## config.mk

```make
export PLATFORM = sky130hd
export DESIGN_NAME = ecs_trigger_sequencer
export DESIGN_NICKNAME = d
export VERILOG_FILES = /design/src/rtl/ecs_seq_pkg.sv /design/src/rtl/ecs_sat_counter.sv /design/src/rtl/ecs_trigger_sequencer.sv
export SDC_FILE = /design/constraint.sdc
export NUM_CORES = 1
export LEC_CHECK = 0
export CAP_MARGIN = 20
export CORE_UTILIZATION = 39
export DETAILED_ROUTE_END_ITERATION = 16
export HOLD_SLACK_MARGIN = 0.05
export PLACE_DENSITY_LB_ADDON = 0.08
export SLEW_MARGIN = 5
export SYNTH_ARGS = -nofsm -noshare
export SYNTH_HDL_FRONTEND = slang
export SYNTH_SLANG_ARGS = --single-unit
```

## constraint.sdc

```tcl
create_clock -name clk -period 2.23 [get_ports clk]
set_clock_uncertainty 0.05 [all_clocks]
set_input_delay 0.223 -clock clk [delete_from_list [all_inputs] [get_ports clk]]
set_output_delay 0.223 -clock clk [all_outputs]
set_load 0.02 [all_outputs]
```

## src/rtl/ecs_seq_pkg.sv

```systemverilog
// Shared types and widths for the ECS trigger sequencer.
// Holds the sequencer state enum and the data, counter and decimation widths.
package ecs_seq_pkg;

    localparam int DATA_W = 18;
    localparam int CNT_W  = 16;
    localparam int DEC_W  = 8;

    typedef enum logic [1:0] {
        IDLE  = 2'd0,
        ISSUE = 2'd1,
        WAIT  = 2'd2,
        LATCH = 2'd3
    } seq_state_e;

endpackage

```

## src/rtl/ecs_sat_counter.sv

```systemverilog
// Saturating status counter. It stops at all-ones and never wraps.
// A clear takes priority over an increment in the same cycle.
module ecs_sat_counter
    import ecs_seq_pkg::*;
#(
    parameter int W = CNT_W
) (
    input  logic         clk,
    input  logic         rst_n,
    input  logic         inc,
    input  logic         clr,
    output logic [W-1:0] cnt
);

    function automatic logic [W-1:0] sat_inc(input logic [W-1:0] v);
        return (&v) ? v : v + W'(1);
    endfunction

    always_ff @(posedge clk or negedge rst_n) begin
        if (!rst_n) begin
            cnt <= '0;
        end else if (clr) begin
            cnt <= '0;
        end else if (inc) begin
            cnt <= sat_inc(cnt);
        end
    end

endmodule

```

## src/rtl/ecs_trigger_sequencer.sv

```systemverilog
// ECS trigger sequencer: decimates PWM carrier events into SPI conversion starts and latches the results.
// Define ECS_SEQ_TIMEOUT_EN to build in the conversion watchdog (timeout_cycles / timeout_err).
module ecs_trigger_sequencer
    import ecs_seq_pkg::*;
(
    input  logic              clk,
    input  logic              rst_n,
    input  logic              enable,
    input  logic              trig_on_high,
    input  logic              trig_on_low,
    input  logic              carrier_high,
    input  logic              carrier_low,
    input  logic [DEC_W-1:0]  decim,
    input  logic [15:0]       timeout_cycles,
    input  logic              clr_status,
    output logic              spi_trigger,
    input  logic              spi_done,
    input  logic [DATA_W-1:0] spi_data_x,
    input  logic [DATA_W-1:0] spi_data_y,
    output logic [DATA_W-1:0] data_x,
    output logic [DATA_W-1:0] data_y,
    output logic              data_valid,
    output logic              busy,
    output logic [CNT_W-1:0]  sample_cnt,
    output logic [CNT_W-1:0]  overrun_cnt,
    output logic              timeout_err
);

    seq_state_e       state;
    seq_state_e       state_nxt;
    logic [DEC_W-1:0] dec_cnt;
    logic             spi_done_q;
    logic             qual;
    logic             fire;
    logic             done_rise;
    logic             timeout_hit;

    // Peak and valley in the same cycle collapse into a single event.
    assign qual      = enable & ((carrier_high & trig_on_high) | (carrier_low & trig_on_low));
    assign fire      = qual & (dec_cnt == decim);
    assign done_rise = spi_done & ~spi_done_q;

    always_ff @(posedge clk or negedge rst_n) begin
        if (!rst_n) begin
            dec_cnt    <= '0;
            spi_done_q <= 1'b0;
        end else begin
            spi_done_q <= spi_done;
            if (!enable) begin
                dec_cnt <= '0;
            end else if (qual) begin
                dec_cnt <= fire ? '0 : dec_cnt + DEC_W'(1);
            end
        end
    end

`ifdef ECS_SEQ_TIMEOUT_EN
    logic [15:0] wd_cnt;
    logic [15:0] wd_nxt;

    // wd_nxt is the number of WAIT cycles including the current one; a done edge wins a tie.
    assign wd_nxt      = wd_cnt + 16'd1;
    assign timeout_hit = (state == WAIT) && (timeout_cycles != 16'd0) &&
                         (wd_nxt == timeout_cycles) && !done_rise;

    always_ff @(posedge clk or negedge rst_n) begin
        if (!rst_n) begin
            wd_cnt <= '0;
        end else if (state == ISSUE) begin
            wd_cnt <= '0;
        end else if (state == WAIT) begin
            wd_cnt <= wd_nxt;
        end
    end

    always_ff @(posedge clk or negedge rst_n) begin
        if (!rst_n) begin
            timeout_err <= 1'b0;
        end else if (clr_status) begin
            timeout_err <= 1'b0;
        end else if (timeout_hit) begin
            timeout_err <= 1'b1;
        end
    end
`else
    logic [15:0] unused_timeout_cycles;

    assign unused_timeout_cycles = timeout_cycles;
    assign timeout_hit           = 1'b0;
    assign timeout_err           = 1'b0;
`endif

    always_ff @(posedge clk or negedge rst_n) begin
        if (!rst_n) begin
            state <= IDLE;
        end else begin
            state <= state_nxt;
        end
    end

    always_comb begin
        state_nxt   = state;
        spi_trigger = 1'b0;
        data_valid  = 1'b0;
        case (state)
            IDLE: begin
                if (fire) state_nxt = ISSUE;
            end
            ISSUE: begin
                spi_trigger = 1'b1;
                state_nxt   = WAIT;
            end
            WAIT: begin
                if (done_rise) begin
                    state_nxt = LATCH;
                end else if (timeout_hit) begin
                    state_nxt = IDLE;
                end
            end
            LATCH: begin
                data_valid = 1'b1;
                state_nxt  = IDLE;
            end
            default: state_nxt = IDLE;
        endcase
    end

    assign busy = (state != IDLE);

    // Capture on the accepted edge so the new words are visible in the same cycle as data_valid.
    always_ff @(posedge clk or negedge rst_n) begin
        if (!rst_n) begin
            data_x <= '0;
            data_y <= '0;
        end else if ((state == WAIT) && done_rise) begin
            data_x <= spi_data_x;
            data_y <= spi_data_y;
        end
    end

    ecs_sat_counter #(
        .W(CNT_W)
    ) u_sample_cnt (
        .clk   (clk),
        .rst_n (rst_n),
        .inc   (data_valid),
        .clr   (clr_status),
        .cnt   (sample_cnt)
    );

    ecs_sat_counter #(
        .W(CNT_W)
    ) u_overrun_cnt (
        .clk   (clk),
        .rst_n (rst_n),
        .inc   (fire & busy),
        .clr   (clr_status),
        .cnt   (overrun_cnt)
    );

endmodule

```

Word level (Yosys, flattened, before mapping)
Cells that the tools add are included.
{ "totals": {"reg_bits": 79, "input_bits": 69, "elab_cells": 51} }
{ "classes": {"n_addsub": 3, "n_eq_ne": 9, "muxes": 14, "bitwise_logic": 8, "reduce_logical": 10} }
{ "op_table": {"columns": ["cell", "count"], "rows": [
  ["16-bit two-way mux", 6],
  ["16-bit by 1-bit adder with 16-bit output (second input constant)", 2],
  ["16-bit AND reduction", 2],
  ["8-bit two-way mux", 3],
  ["8-bit by 1-bit adder with 8-bit output (second input constant)", 1],
  ["8-bit equality test", 1],
  ["2-bit inequality test (second input constant)", 4],
  ["2-bit case mux with 4 select lines", 1],
  ["1-bit bitwise AND", 6],
  ["2-bit AND reduction", 3],
  ["2-bit nonzero test", 3],
  ["2-bit equality test (second input constant)", 2],
  ["2-bit two-way mux", 2],
  ["2-bit by 1-bit equality test with 1-bit output (second input constant)", 1],
  ["2-bit zero test", 1],
  ["1-bit two-way mux", 2],
  ["2-bit by 1-bit inequality test with 1-bit output (second input constant)", 1],
  ["1-bit logical AND", 1],
  ["1-bit NOT", 1],
  ["1-bit OR", 1]
]} }

Depth between registers and ports, before layout
{ "logic_depth": {"depth_word": 7, "depth_mapped": 8, "ltp_nobuf": 7} }

Modules after synthesis
Synthesis repeated with hierarchy kept, for this count alone.
{ "unflattened": {"cells_unflattened": 363, "area_unflattened_um2": 3980.1} }
{ "by_module_without_submodules": {"columns": ["module", "instances", "cells_each", "area_each_um2", "seq_area_each_um2"], "rows": [
  ["ecs_trigger_sequencer", 1, 167, 2168.3, 1176.1],
  ["ecs_sat_counter", 2, 98, 905.9, 400.4]
]} }

Worst setup path before layout
OpenSTA, ideal clock, no wires.
{ "synth_path": {"path_kind": "flip-flop to flip-flop", "from": "register u_overrun_cnt.cnt[0]", "to": "register u_overrun_cnt.cnt[1]", "setup_ns": 0.078, "arrival_ns": 1.980, "setup_slack_ns": 0.122, "path_stages_with_launch": 9, "n_path_buf": 2, "synth_period_minus_slack_ns": 2.108, "path_cell_list": "dfrtp_1 ha_1 and2_1 nand4_1 o21ai_0 buf_2 buf_4 o21ai_0 a21oi_1"} }
{ "synth_between": {"elab_chain_cells": 4, "elab_cells_between_ends": 7, "cone_classes": "add/sub: 1; eq/ne: 1; mux: 3; reduce/logical: 2"} }
{ "synth_lines": {"columns": ["item", "line", "text"], "rows": [
  ["from (decl)", "ecs_sat_counter.sv:12", "output logic [W-1:0] cnt"],
  ["from (signal assigned)", "ecs_sat_counter.sv:25", "cnt <= sat_inc(cnt);"],
  ["16-bit by 1-bit adder with 16-bit output", "ecs_sat_counter.sv:16", "return (&v) ? v : v + W'(1);"],
  ["16-bit two-way mux", "ecs_sat_counter.sv:16", null],
  ["16-bit two-way mux", "ecs_sat_counter.sv:24", "end else if (inc) begin"],
  ["16-bit two-way mux", "ecs_sat_counter.sv:22", "end else if (clr) begin"]
]} }
Several ways; a longest one is shown, not always the timed one. The select of a mux whose other input is x is not followed.
A chain may end at the register's enable or synchronous reset.

Worst setup path after layout
{ "layout_path": {"from": "register dec_cnt[6]", "to": "register u_overrun_cnt.cnt[9]"} }
{ "layout_between": {"elab_chain_cells": 5} }
{ "layout_lines": {"columns": ["item", "line", "text"], "rows": [
  ["from (decl)", "ecs_trigger_sequencer.sv:31", "logic [DEC_W-1:0] dec_cnt;"],
  ["from (signal assigned)", "ecs_trigger_sequencer.sv:52", "dec_cnt <= fire ? '0 : dec_cnt + DEC_W'(1);"],
  ["8-bit equality test", "ecs_trigger_sequencer.sv:40", "assign fire = qual & (dec_cnt == decim);"],
  ["1-bit bitwise AND", "ecs_trigger_sequencer.sv:40", null],
  ["1-bit bitwise AND", "ecs_trigger_sequencer.sv:156", ".inc (fire & busy),"],
  ["2-bit nonzero test (no line)", null, null],
  ["2-bit AND reduction (no line)", null, null]
]} }
Every way passes these cells.

==> results.sh <==
export IMPL_status="completed"
export IMPL_ys_types=46
export IMPL_multi_input_area_sq_mm=0.001784
export IMPL_place_inst=602
export IMPL_io_pins=141
export IMPL_cpPeakStageDelay_ns=0.50
export IMPL_cts_tree="yes"
export IMPL_hold_violations=0
export IMPL_clock_latency_ns=0.35
export IMPL_cp_num_cells=6
export IMPL_hp_class="input pin to flop"
export IMPL_drv_cap=0
export IMPL_slew_violations=0
export IMPL_finalSetupViolCount=0
export IMPL_syn_area_per_cell_sq_um=11.27
export IMPL_start_util_pct=41.00
export IMPL_grt_total_usage_pct=18.31
export IMPL_numCtsBuffers=9
export IMPL_drt_iter0_markers=84
export IMPL_final_cell_mix="clkdlybuf4s50_1, dfrtp_1, mux2_2"
export IMPL_r2r_end="u_overrun_cnt.cnt[9]"
export IMPL_final_core_util_pct=60.75
export IMPL_area_delta_synth_final_pct=48.16
export IMPL_crit_path_end_kind="flop"
export IMPL_synth_top_area_share_pct=51.45
export IMPL_grt_first_pass_wirelength_um=14700
export IMPL_drtPass1Iterations=4
export IMPL_r2r_cells=6
export IMPL_die_y_um=101.3
export IMPL_layout_commonest_cell="clkdlybuf4s50_1"
export IMPL_min_to="spi_done_q"
export IMPL_fillers=819
export IMPL_crit_slowest_cell="or4_1"
export IMPL_setup_tns_ns=0
export IMPL_nets=569
export IMPL_r2r_slack_ns=0.1
export IMPL_period_share_pct=95.67
export IMPL_yosysTopAreaCell="dfrtp_1"
export IMPL_ant_nets=0
export IMPL_fmax_ghz=0.4688
export IMPL_detail_route_wl_per_cell_um=14.35
export IMPL_p_leak_nw=2.347
export IMPL_routed_wl_um=8980
export IMPL_cp_required_ns=2.45
export IMPL_core_area_sq_mm=0.009371
export IMPL_final_cells=626
export IMPL_rows=35
export IMPL_viasPerCell=5.198
export IMPL_path_clk_slew_ns=0.08
export IMPL_crit_path_cell_trace="xor2_1, nor4_4, nand4_2, buf_4, or4_1, a21oi_1"
export IMPL_cts_sinks=79
export IMPL_grt_ovfl_total=0
export IMPL_dieArea_sq_mm=0.01025
export IMPL_r2r_start="dec_cnt[6]"
export IMPL_synthesis_area_sq_mm=0.003842
export IMPL_ys_top_cells_by_area="dfrtp_1, mux2_2, xor2_1"
export IMPL_drcViolationCount=0
export IMPL_worstPathMaxFanout=12
export IMPL_ys_warn_count=0
export IMPL_arrival_ns=2.35
export IMPL_power_density_mw_per_mm2=970.6
export IMPL_tightest_slew_ns=0.5394
export IMPL_slew_headroom_pct=64.04
export IMPL_holdPathStages=1
export IMPL_cts_max_level=3
export IMPL_startpoint_type="flop"
export IMPL_antenna_cells=0
export IMPL_total_power_mw=5.526
export IMPL_vias=3254
export IMPL_crit_type="flop to flop"
export IMPL_clk_path_buf_depth=2
export IMPL_ys_seq_area_share_pct=51.45
export IMPL_grt_pass1_vias=3109
export IMPL_layout_drive_gt1_share_pct=17.91
export IMPL_port_buffers=123
export IMPL_cp_top_family="simple AND/OR/NAND/NOR gates"
export IMPL_whs_ns=0.3303
export IMPL_final_seq_area_sq_mm=0.001977
export IMPL_path_buf_inv=1
export IMPL_grt_max_degree=41
export IMPL_peakVddDrop_mv=0.7277
export IMPL_netlist_instances=341
export IMPL_synth_nets=418
export IMPL_hpwl_um=6347
export IMPL_root_buffer="clkbuf_8"
export IMPL_period_needed_ns=2.133
export IMPL_die_w_um=101.3
export IMPL_routabilityCongestion=0.7632
export IMPL_antenna_found_initial=0
export IMPL_yosys_register_bits=79
export IMPL_hp_start="spi_done"
==> kinds of logic after synthesis <==
group                      Yosys count  synth area share (%)
and+or+nand+nor                    110                 17.06
DFF                                 79                 51.45
AOI/OAI and AO/OA                   63                 10.42
muxes                               38                 11.10
xor gates and xnor gates            22                 5.015
buffers and inverters               20                 2.246
adders and majority gates            8                 2.605
other                                1               0.09759
==> worst max path at each step <==
stage	slack, ns	start	to
finish	0.1	dec_cnt[6]	u_overrun_cnt.cnt[9]
detailed placement	-0.15	decim[3]	u_overrun_cnt.cnt[6]
global placement	-0.12	decim[3]	u_overrun_cnt.cnt[4]
CTS	0.06	state[0]	busy
floorplan	0.12	u_overrun_cnt.cnt[0]	u_overrun_cnt.cnt[1]
global route	-0.007	dec_cnt[6]	u_overrun_cnt.cnt[9]
==> flip-flops by register name, summed over array words and instances, names as in the netlist <==
| name | flops |
|---|---|
| data_x | 18 |
| data_y | 18 |
| dec_cnt | 8 |
| spi_done_q | 1 |
| state | 2 |
| u_overrun_cnt.cnt | 16 |
| u_sample_cnt.cnt | 16 |
==> final cells by class <==
type | count | area share, %
Clock buffer | 10 | 2.242
Timing Repair Buffer | 154 | 26.42
Sequential cell | 79 | 34.73
Inverter | 6 | 0.3956
Multi-Input combinational cell | 242 | 31.34
Clock inverter | 6 | 2.044
Tap cell | 129 | 2.835
==> metal layers <==
layer,vias up,GRT usage [%],part of all wire (%)
li1,1563,-,-
met1,1591,22.93,43
met4,0,5.797,1.1
met3,7,6.970,7.7
met2,93,29.30,48
met5,-,0,0
==> synth_stat cells, drive strengths merged <==
library cell and instances:
dfrtp 79, mux2 37, a21oi 23, nor2 20
nand2 16, xor2 15, nand3 14, nand4 13
o21ai 11, clkbuf 8, ha 8, o31ai 7
or4 7, xnor2 7, and3 6, buf 6
inv 6, or3 6, a31oi 5, and4 5
nand2b 5, nor3 4, o41ai 4, and2 3
nor4 3, or4b 3, a22o 2, a22oi 2
nand3b 2, o2111ai 2, a21bo 1, a21boi 1
a311oi 1, and4bb 1, conb 1, mux2i 1
nand4b 1, nor2b 1, o2111a 1, o21a 1
o21bai 1, o31a 1
==> power breakdown <==
| part | internal, mW | switching [mW] | total [mW] | leakage, nW |
|---|---|---|---|---|
| clock | 0.752 | 0.546 | 1.30 | 0.121 |
| sequential | 1.81 | 0.205 | 2.01 | 1.02 |
| combinational | 1.17 | 1.04 | 2.22 | 1.20 |
==> per-stage QoR <==
step | instance area (sq um) | worst slack (ns)
2_1_floorplan | 3842 | 0.1224
3_3_place_gp | 5379 | -0.1166
3_5_place_dp | 5379 | -0.1525
4_1_cts | 5633 | 0.05891
5_1_grt | 5693 | -0.006624
6_report | 5693 | 0.09666
==> repair_timing <==
| item | in CTS | in global routing |
|---|---|---|
| hold buffers | 1 | 0 |
| buffers inserted | 0 | 7 |
| endpoints found under the hold margin | 39 | 0 |
| endpoints found under the setup margin | 0 | 7 |
| gates resized for setup | 0 | 2 |
Note: power is estimated with default switching activity, not from simulation.
